$ cat src/rtl/hazard_pkg.sv
// Shared definitions for the ID-stage hazard controller.
// Holds the FSM state encoding, the hard-wired zero register index and a
// small helper that qualifies a source/destination register match.
package hazard_pkg;

    localparam int unsigned REG_W = 5;

    localparam logic [REG_W-1:0] REG_ZERO = 5'd0;

    // FSM states: RUN, BUBBLE, MEM_WAIT, ERR
    localparam logic [1:0] ST_RUN      = 2'd0;
    localparam logic [1:0] ST_BUBBLE   = 2'd1;
    localparam logic [1:0] ST_MEM_WAIT = 2'd2;
    localparam logic [1:0] ST_ERR      = 2'd3;

    // A used source operand collides with a non-zero load destination.
    function automatic logic reg_hit(input logic [REG_W-1:0] src,
                                     input logic             used,
                                     input logic [REG_W-1:0] dst);
        return used && (src == dst) && (dst != REG_ZERO);
    endfunction

endpackage

$ cat src/rtl/stall_watchdog.sv
// Memory-stall watchdog.
// Counts consecutive cycles with enable high and raises a sticky, registered
// expired flag on the edge where the count reaches MEM_TIMEOUT.
// Ports:
//   clk_i   - clock
//   rst_i   - synchronous active-low reset
//   enable  - stall cycle to be counted; low clears the count
//   expired - sticky timeout flag, cleared only by reset
module stall_watchdog #(
    parameter int unsigned MEM_TIMEOUT = 64
) (
    input  logic clk_i,
    input  logic rst_i,
    input  logic enable,
    output logic expired
);

    localparam int unsigned WD_W = $clog2(MEM_TIMEOUT + 1);

    logic [WD_W-1:0] cnt_q, cnt_d;
    logic            expired_q, expired_d;

    // Count runs of enable; hold at MEM_TIMEOUT so it can never wrap.
    always_comb begin
        cnt_d     = cnt_q;
        expired_d = expired_q;
        if (!enable) begin
            cnt_d = '0;
        end else begin
            if (cnt_q != WD_W'(MEM_TIMEOUT)) begin
                cnt_d = cnt_q + WD_W'(1);
            end
            if (cnt_q == WD_W'(MEM_TIMEOUT - 1)) begin
                expired_d = 1'b1;
            end
        end
    end

    always_ff @(posedge clk_i) begin
        if (!rst_i) begin
            cnt_q     <= '0;
            expired_q <= 1'b0;
        end else begin
            cnt_q     <= cnt_d;
            expired_q <= expired_d;
        end
    end

    assign expired = expired_q;

endmodule

$ cat src/rtl/hazard_ctrl.sv
// ID-stage pipeline hazard controller.
// Detects load-use hazards (one-cycle bubble), freezes the front end while
// data memory stalls, and watchdogs long memory stalls into a terminal error.
// Optional macro HAZARD_PERF_EN adds a saturating load-use stall counter.
// Ports:
//   clk_i, rst_i           - clock, synchronous active-low reset
//   ifid_rs_i/rt_i(_used)  - source registers of the ID instruction
//   idex_memread_i/rt_i    - load in EX and its destination
//   branch_taken_i         - branch resolved taken in ID
//   dmem_stall_i           - data memory not ready
//   hd_o                   - select zero-control bubble into ID/EX
//   pc_write_o             - PC write enable
//   ifid_write_o           - IF/ID write enable
//   ifid_flush_o           - zero IF/ID on the next edge
//   err_o                  - sticky memory-timeout error
//   stall_cnt_o            - load-use stall count (HAZARD_PERF_EN only)
module hazard_ctrl
    import hazard_pkg::*;
#(
    parameter int unsigned MEM_TIMEOUT = 64,
    parameter int unsigned CNT_W       = 16
) (
    input  logic             clk_i,
    input  logic             rst_i,
    input  logic [REG_W-1:0] ifid_rs_i,
    input  logic [REG_W-1:0] ifid_rt_i,
    input  logic             ifid_rs_used_i,
    input  logic             ifid_rt_used_i,
    input  logic             idex_memread_i,
    input  logic [REG_W-1:0] idex_rt_i,
    input  logic             branch_taken_i,
    input  logic             dmem_stall_i,
    output logic             hd_o,
    output logic             pc_write_o,
    output logic             ifid_write_o,
    output logic             ifid_flush_o,
    output logic             err_o
`ifdef HAZARD_PERF_EN
    ,
    output logic [CNT_W-1:0] stall_cnt_o
`endif
);

    logic [1:0] state_q, state_d;
    logic       lu;
    logic       wd_enable;
    logic       wd_expired;

    assign lu = idex_memread_i &&
                (reg_hit(ifid_rs_i, ifid_rs_used_i, idex_rt_i) ||
                 reg_hit(ifid_rt_i, ifid_rt_used_i, idex_rt_i));

    // Every consecutive stall cycle counts, including the one that leaves RUN.
    assign wd_enable = dmem_stall_i && (state_q != ST_ERR);

    stall_watchdog #(
        .MEM_TIMEOUT(MEM_TIMEOUT)
    ) u_watchdog (
        .clk_i  (clk_i),
        .rst_i  (rst_i),
        .enable (wd_enable),
        .expired(wd_expired)
    );

    assign err_o = wd_expired;

    // Next state and combinational pipeline controls.
    always_comb begin
        state_d      = state_q;
        hd_o         = 1'b0;
        pc_write_o   = 1'b0;
        ifid_write_o = 1'b0;
        ifid_flush_o = 1'b0;
        if (!rst_i) begin
            // Bubble and flush so nothing issues while reset is held.
            hd_o         = 1'b1;
            ifid_flush_o = 1'b1;
            state_d      = ST_RUN;
        end else begin
            case (state_q)
                ST_RUN, ST_BUBBLE: begin
                    if (dmem_stall_i) begin
                        state_d = ST_MEM_WAIT;
                    end else if (lu && (state_q == ST_RUN)) begin
                        // Stall wins over a taken branch: its operands are stale.
                        hd_o    = 1'b1;
                        state_d = ST_BUBBLE;
                    end else begin
                        pc_write_o   = 1'b1;
                        ifid_write_o = 1'b1;
                        ifid_flush_o = branch_taken_i;
                        state_d      = ST_RUN;
                    end
                end
                ST_MEM_WAIT: begin
                    if (!dmem_stall_i) begin
                        state_d = ST_RUN;
                    end
                end
                ST_ERR: begin
                    state_d = ST_ERR;
                end
                default: begin
                    state_d = ST_RUN;
                end
            endcase
            if (wd_expired) begin
                state_d = ST_ERR;
            end
        end
    end

    always_ff @(posedge clk_i) begin
        if (!rst_i) begin
            state_q <= ST_RUN;
        end else begin
            state_q <= state_d;
        end
    end

`ifdef HAZARD_PERF_EN
    logic [CNT_W-1:0] perf_q, perf_d;

    // Saturating count of cycles that insert a bubble.
    always_comb begin
        perf_d = perf_q;
        if (hd_o && (perf_q != {CNT_W{1'b1}})) begin
            perf_d = perf_q + CNT_W'(1);
        end
    end

    always_ff @(posedge clk_i) begin
        if (!rst_i) begin
            perf_q <= '0;
        end else begin
            perf_q <= perf_d;
        end
    end

    assign stall_cnt_o = perf_q;
`else
    logic [CNT_W-1:0] unused_perf;
    assign unused_perf = '0;
`endif

endmodule

$ cat config.mk
export PLATFORM = sky130hd
export DESIGN_NAME = hazard_ctrl
export DESIGN_NICKNAME = d
export VERILOG_FILES = /design/src/rtl/hazard_pkg.sv /design/src/rtl/stall_watchdog.sv /design/src/rtl/hazard_ctrl.sv
export SDC_FILE = /design/constraint.sdc
export NUM_CORES = 1
export LEC_CHECK = 0
export BUFFER_PORTS_ARGS = -buffer_cell sky130_fd_sc_hd__buf_2
export CORE_MARGIN = 2
export CORE_UTILIZATION = 41
export CTS_CLUSTER_SIZE = 12
export DETAILED_ROUTE_END_ITERATION = 8
export PLACE_DENSITY_LB_ADDON = 0.05
export SLEW_MARGIN = 5
export SYNTH_ARGS = -nofsm -noshare
export SYNTH_HDL_FRONTEND = slang
export SYNTH_HIERARCHICAL = 1
export SYNTH_SLANG_ARGS = --single-unit
$ cat constraint.sdc
create_clock -name clk_i -period 1.4 [get_ports clk_i]
set_input_delay 0.28 -clock clk_i [delete_from_list [all_inputs] [get_ports clk_i]]
set_output_delay 0.28 -clock clk_i [all_outputs]
set_load 0.02 [all_outputs]
==> results of run 1 <==
==> power breakdown <==
part           switching (mW)  internal, mW  leakage (nW)
clock network          0.0947         0.158        0.0210
logic                  0.0808        0.0977         0.344
registers             0.00511         0.289        0.0821
==> sequential cells by signal, indices dropped and copies added, names as in the netlist <==
name and count:
state_q 2, u_watchdog/expired 1, u_watchdog/cnt_q 7
==> synthesized netlist by cell type <==
| cell type | number | area share (%) |
|---|---|---|
| nand2_2 | 1 | 0.94 |
| nand2b_1 | 1 | 0.94 |
| a21oi_1 | 3 | 2.3 |
| a22o_1 | 1 | 1.3 |
| mux2i_1 | 1 | 1.5 |
| and3_1 | 1 | 0.94 |
| inv_1 | 3 | 1.7 |
| nand4_1 | 2 | 1.9 |
| or4_4 | 1 | 1.7 |
| xor2_1 | 2 | 2.6 |
| nor2b_1 | 1 | 0.94 |
| nand3_2 | 1 | 1.5 |
| dfxtp_1 | 10 | 30 |
| buf_4 | 2 | 2.3 |
| a21o_1 | 1 | 1.1 |
| nor3b_1 | 1 | 1.1 |
| a31o_1 | 1 | 1.3 |
| nand2_1 | 8 | 4.5 |
| a31oi_1 | 1 | 0.94 |
| nor3_2 | 1 | 1.5 |
| nor3_1 | 3 | 2.3 |
| o21ai_0 | 1 | 0.75 |
| o22ai_2 | 1 | 1.9 |
| a21oi_2 | 1 | 1.3 |
| nand3_1 | 5 | 3.8 |
| ha_1 | 2 | 3.8 |
| o2111ai_1 | 1 | 1.3 |
| and2_1 | 1 | 0.94 |
| a211oi_2 | 1 | 1.9 |
| nor4b_2 | 1 | 2.3 |
| xnor2_1 | 11 | 14 |
| a21boi_0 | 1 | 1.1 |
| nor2_1 | 4 | 2.3 |
| or3_1 | 1 | 0.94 |
==> routing by layer <==
metal  vias to the layer above  global-route usage, %  wire [um]  part of all wire [%]
met2                        21                   30.0        812                    54
li1                        344                      -          -                     -
met1                       298                   18.9        614                    41
met5                         -                      0          0                     0
met3                         2                   2.45         73                   4.8
met4                         0                   7.27         15                  0.99
==> through the flow <==
stage	setup TNS, ns	setup WS (ns)	area, um^2	total power, mW
5_1_grt	-0.713	-0.215	1020	0.772
3_3_place_gp	-0.373	-0.138	857	0.437
3_5_place_dp	-0.459	-0.168	857	0.439
4_1_cts	-0.199	-0.0882	1010	0.737
2_1_floorplan	0	0.0450	669	0.373
6_report	-0.532	-0.170	1020	0.725
==> cell type report <==
type / instances / area share [%]
inverter: 3 / 1.11
multi-input combinational: 62 / 50.0
tap: 16 / 1.97
clock buffer: 4 / 3.56
sequential: 10 / 19.9
timing repair buffer: 34 / 23.5
==> cells by family after synthesis <==
group / count (synthesis) / share of synthesized area, %
mux: 1 / 1.50
flops: 10 / 30.1
simple gates: 33 / 28.4
fa+ha+maj: 2 / 3.76
compound gates: 13 / 15.2
buf+inv: 5 / 3.95
xor+xnor: 13 / 17.1
==> critical path, delay by kind of cell <==
family          cells  cell delay, ns
buf+inv             2            0.23
simple gates        1            0.15
compound gates      2            0.43
xor+xnor            1            0.21
==> worst max-delay path by stage <==
stage                 end  depth (start not counted)
6_report             hd_o                          6
5_1_grt              hd_o                          6
4_1_cts              hd_o                          6
3_5_place_dp         hd_o                          6
3_3_place_gp         hd_o                          6
2_1_floorplan  pc_write_o                          5
==> timing repair <==
action	CTS	global route
endpoints found under the setup margin	4	7
setup buffers	1	0
pin swaps	13	1
resized for setup	24	4
==> results.py, run 1 <==
metrics = {
    "layout": {
        "final_common_cell": "buf_2",
        "multi_input_area_um2": 509,
        "syn_to_final_growth_pct": 53.0,
        "fin_nets": 138,
        "instances_no_fill": 129,
        "final_cell_mix": "17 x buf_2, 11 x buf_4, 8 x nand2_1, 8 x dfxtp_1, 6 x xnor2_1",
        "seqCellArea_um2": 203,
        "diodes": 0,
        "fin_util_pct": 67.6,
        "fill_cells": 119,
        "drive_gt1_share_pct": 51.3,
    },
    "detailed_routing": {
        "first_pass_iters": 4,
        "routedWlPerCell_um": 11.7,
        "ant_nets": 0,
        "wl_um": 1520,
        "viasPerCell": 5.16,
        "vias": 665,
        "initialDrtViolationCount": 10,
        "drc": 0,
    },
    "worst_setup_path": {
        "path_class": "in2out",
        "r2r_cells": 4,
        "startpoint_type": "input pin",
        "reg2reg_setup_slack_ns": 0.08,
        "cp.arrival_ns": 1.29,
        "end_kind": "primary output",
        "max_stage_delay_ns": 0.23,
        "worst_r2r_endpoint": "u_watchdog/cnt_q[6]$_SDFFE_PN0P_",
        "slowest_stage": "o22ai_2",
        "critPathMaxFanout": 4,
        "cp-startpoint": "ifid_rt_i[4]",
        "crit_required_ns": 1.12,
        "crit_chain": "buf_2 -> xnor2_1 -> nand4_1 -> o22ai_2 -> a31o_1 -> buf_6",
        "r2r-start": "u_watchdog/cnt_q[0]$_SDFFE_PN0P_",
    },
    "pwr": {
        "p_leak_nw": 0.447,
        "ir_drop_mv": 0.423,
        "p_per_area_nw_per_um2": 712,
    },
    "placed_design": {
        "port-buffer-count": 26,
        "hpwlAfterDp_um": 1120,
        "routabilityCongestion": 0.781,
        "place_inst": 124,
    },
    "cts": {
        "ctsHtreeMaxLevel": 1,
        "clockRootBuffer": "clkbuf_4",
        "clkSlewWorstSetupHoldPaths_ns": 0.07,
        "numCtsBuffers": 3,
        "cts.sinks": 10,
        "cts_tree": "done",
        "insertion_delay_ns": 0.26,
        "clockBufferDepth": 2,
        "ctsHoldBuffers": 0,
    },
    "synthesis": {
        "ys_seq_area_share_pct": 30.1,
        "ys_types": 34,
        "syn_nets": 101,
        "ys_seq_elements": 10,
        "ys_warn_count": 6,
        "synthCells": 77,
        "syn_avg_cell_area_um2": 8.64,
        "netlist_area_um2": 666,
    },
    "grt": {
        "antenna_found_initial": 0,
        "grt_pass1_vias": 591,
        "grt_max_degree": 11,
        "grt_usage_pct": 16.5,
        "grt_pass1_wl_um": 2360,
        "grt_overflow": 0,
    },
    "floorplan": {
        "rows": 14,
        "die_w_um": 44.3,
        "core_area_um2": 1510,
        "die_area_um2": 1960,
        "dieHeight_um": 44.3,
        "start_util_pct": 44.2,
        "ioPinCount": 27,
    },
    "min_path": {
        "min_from": "dmem_stall_i",
        "min-delay-path-class": "in2reg",
        "hold_end": "state_q[1]$_SDFFE_PN0P_",
        "worstHoldPathCells": 3,
    },
    "run_status": {
        "failed_checks": "negative setup slack",
        "status": "finished, violations left",
    },
    "sta": {
        "finalClockSkew_ns": 0.00370,
        "finalSetupViolCount": 4,
        "fin_crit_sh_pct": 112,
        "fmax_mhz": 637,
        "drv_slew": 0,
        "worst_slew_pin_slew_ns": 0.250,
        "hold_viol_final": 0,
        "post-route-min-period_ns": 1.57,
        "layout_setup_ws_ns": -0.170,
        "timing.max_slew.rel_slack_pct": 83.3,
        "rsz0062_at_grt": "yes",
        "timing.hold.ws_ns": 0.271,
    },
    "flow_run": {
        "maxCapViolations": 0,
    },
}
Note: power is estimated with default switching activity, not from simulation.
==> run 2, diff against run 1 <==
ABC_AREA = 1   (was not set)
CORE_UTILIZATION = 45   (was 41)
CTS_BUF_LIST = sky130_fd_sc_hd__clkbuf_8   (was not set)
SETUP_SLACK_MARGIN = 0.5   (was not set)
==> run 2 against run 1 <==
Against the previous run: the run still ends with negative setup slack left; largest power group is now the clock network; critical endpoint is now ifid_write_o; critical path type is now reg2out; hold slack improved by 0.066 ns; core utilization increased by 19 points; sequential cell count unchanged; synthesized cell count rose by 73%; cell area grew 33%.
==> results.py, run 2 <==
metrics = {
    "run_status": {
        "status": "finished, violations left",
        "failed_checks": "negative setup slack",
    },
    "pwr": {
        "sw_frac_of_total_pct": 27.0,
        "intPower_mw": 0.654,
        "p_per_area_nw_per_um2": 662,
        "seqPwrFrac_pct": 33.0,
        "pwr-share-comb_pct": 26.4,
        "ir_drop_mv": 0.961,
        "p_switching_mw": 0.242,
        "p_leak_nw": 0.629,
        "clkPwrFrac_pct": 40.6,
    },
    "synthesis": {
        "syn_nets": 157,
        "synthArstFlopShare_pct": 0,
        "synthFlopType": "dfxtp_1",
        "synth_top_cells_by_area": "dfxtp_1 26%, nand2_1 21%, inv_1 10%",
        "yosys.area.top_type": "dfxtp_1",
        "ys_warn_count": 6,
        "ys_seq_elements": 10,
        "synth_edf_count": 0,
        "ys_seq_area_share_pct": 26.1,
        "ys_types": 20,
        "yosysMostFrequentCell": "nand2_1",
        "synth.top_cell.area_share_pct": 26.1,
        "netlist_area_um2": 767,
        "synthCells": 133,
        "syn_avg_cell_area_um2": 5.77,
        "ys_top_cells_by_count": "43 x nand2_1, 21 x inv_1, 21 x nor2_1",
    },
    "grt": {
        "grt_pass1_wl_um": 3240,
        "grt_max_degree": 8,
        "grt_overflow": 0,
        "grt_usage_pct": 22.4,
        "grt_pass1_vias": 830,
        "antenna_found_initial": 0,
    },
    "sta": {
        "worst_slew_pin_slew_ns": 0.252,
        "fmax_mhz": 693,
        "drv_slew": 0,
        "fin_tns_setup_ns": -0.104,
        "timing.hold.ws_ns": 0.337,
        "rsz0062_at_grt": "yes",
        "post-route-min-period_ns": 1.44,
        "finalSetupViolCount": 4,
        "timing.max_slew.rel_slack_pct": 83.1,
        "layout_setup_ws_ns": -0.0433,
        "fin_crit_sh_pct": 103,
        "hold_viol_final": 0,
        "finalClockSkew_ns": 0.00496,
    },
    "layout": {
        "diodes": 0,
        "fin_nets": 195,
        "seqCellArea_um2": 213,
        "fill_cells": 86,
        "regMostFlops": "u_watchdog/cnt_q",
        "multi_input_area_um2": 636,
        "drive_gt1_share_pct": 61.8,
        "final_common_cell": "nand2_1",
        "final_design_area_no_fill_um2": 1350,
        "fin_util_pct": 86.8,
        "final_cell_mix": "29 x nand2_1, 17 x nand2_2, 14 x buf_6",
        "largest_reg_flops": 7,
        "syn_to_final_growth_pct": 76.5,
    },
    "worst_setup_path": {
        "startpoint_type": "flop",
        "worst_r2r_endpoint": "u_watchdog/cnt_q[2]$_SDFFE_PN0P_",
        "crit_required_ns": 1.12,
        "critPathMaxFanout": 2,
        "r2r_cells": 6,
        "reg2reg_setup_slack_ns": 0.31,
        "end_kind": "primary output",
        "crit_chain": "nor2_1 -> nand3_1 -> inv_2 -> nand2_2 -> nand2_2 -> nor2_4 -> buf_6",
        "max_stage_delay_ns": 0.34,
        "crit_top_cell": "nand2_2",
        "slowest_stage": "dfxtp_1",
        "r2r-start": "state_q[0]$_SDFFE_PN0P_",
        "cp.arrival_ns": 1.16,
        "path_class": "reg2out",
    },
    "placed_design": {
        "hpwlAfterDp_um": 1440,
        "placed_cell_area_um2": 1000,
        "port-buffer-count": 26,
        "routabilityCongestion": 0.833,
    },
    "cts": {
        "cts.sinks": 10,
        "numCtsBuffers": 3,
        "ctsHtreeMaxLevel": 1,
        "clockRootBuffer": "clkbuf_8",
        "clockBufferDepth": 2,
        "insertion_delay_ns": 0.24,
        "cts_tree": "done",
        "clkSlewWorstSetupHoldPaths_ns": 0.05,
    },
    "floorplan": {
        "rows": 14,
        "die_w_um": 45.3,
        "core_area_um2": 1560,
        "start_util_pct": 49.2,
        "die_area_um2": 2050,
        "ioPinCount": 27,
        "dieHeight_um": 45.3,
    },
    "detailed_routing": {
        "ant_nets": 0,
        "first_pass_iters": 4,
        "routedWlPerCell_um": 12.0,
        "viasPerCell": 4.92,
        "wl_um": 2240,
        "initialDrtViolationCount": 21,
        "drc": 0,
        "vias": 915,
    },
    "min_path": {
        "worstHoldPathCells": 3,
        "min_from": "rst_i",
        "min-delay-path-class": "in2reg",
        "hold_end": "state_q[1]$_SDFFE_PN0P_",
    },
    "flow_run": {
        "maxCapViolations": 0,
    },
}
[run 2: cell count changes in the layout (fill, tap and decap cells not counted), sizes merged, moves of 3 or more]
cell / delta
nand2: +38
inv: +23
nor2: +21
xnor2: -10
nand3: +5
nor3: -3
[run 2: through the flow]
step,worst slack [ns],cells,total power [mW]
2_1_floorplan,0.0993,133,0.402
3_3_place_gp,-0.0987,175,0.460
3_5_place_dp,-0.149,175,0.465
4_1_cts,-0.0319,183,0.872
5_1_grt,-0.142,186,0.950
6_report,-0.0433,186,0.896
[run 2: metal layers]
layer  GRT usage [%]  vias up  part of all wire, %
li1                -      470                    -
met1            22.9      411                   36
met2            42.9       30                   58
met3            8.40        4                  5.4
met4            4.12        0                  1.1
met5               0        -                    0
[run 2: cell type report]
type	instances	share of cell area [%]
timing repair buffer	34	22.4
multi-input combinational	96	47.0
tap	16	1.48
inverter	26	9.43
sequential	10	15.7
clock buffer	4	4.07
[run 2: timing repair]
action / CTS / global route
hold endpoints to repair: 0 / 0
pin swaps: 14 / 16
hold buffers: 0 / 0
setup buffers: 4 / 3
endpoints found under the setup margin: 14 / 15
gates resized for setup: 39 / 36
[run 2: worst max-delay path by stage]
| stage | startpoint | to | slack [ns] |
|---|---|---|---|
| 2_1_floorplan | idex_rt_i[2] | pc_write_o | 0.1 |
| 3_3_place_gp | idex_rt_i[2] | ifid_flush_o | -0.1 |
| 3_5_place_dp | idex_rt_i[2] | ifid_flush_o | -0.15 |
| 4_1_cts | idex_rt_i[4] | ifid_write_o | -0.03 |
| 5_1_grt | state_q[0]$_SDFFE_PN0P_ | pc_write_o | -0.14 |
| 6_report | state_q[0]$_SDFFE_PN0P_ | ifid_write_o | -0.04 |
[run 2: kinds of logic (layout without fill, tap and decap cells)]
logic type,after synthesis,in the layout,synth area share [%]
AOI/OAI and AO/OA,6,6,4.40
xor gates and xnor gates,3,3,3.43
adders and majority gates,2,2,3.26
buffers and inverters,27,64,13.7
DFF,10,10,26.1
and+or+nand+nor,85,85,49.1
[run 2: critical path, delay by kind of cell (launching register included)]
family        cells  cell delay (ns)
buf+inv           2             0.17
simple gates      5             0.41
flops             1             0.34
[run 2: power by group through the flow]
stage	clock network [mW]	logic, mW	registers, mW
after floorplan	0	0.103	0.300
after global placement	0	0.159	0.301
after detailed placement	0	0.165	0.301
after CTS	0.373	0.204	0.295
after global routing	0.393	0.260	0.296
final	0.364	0.236	0.296
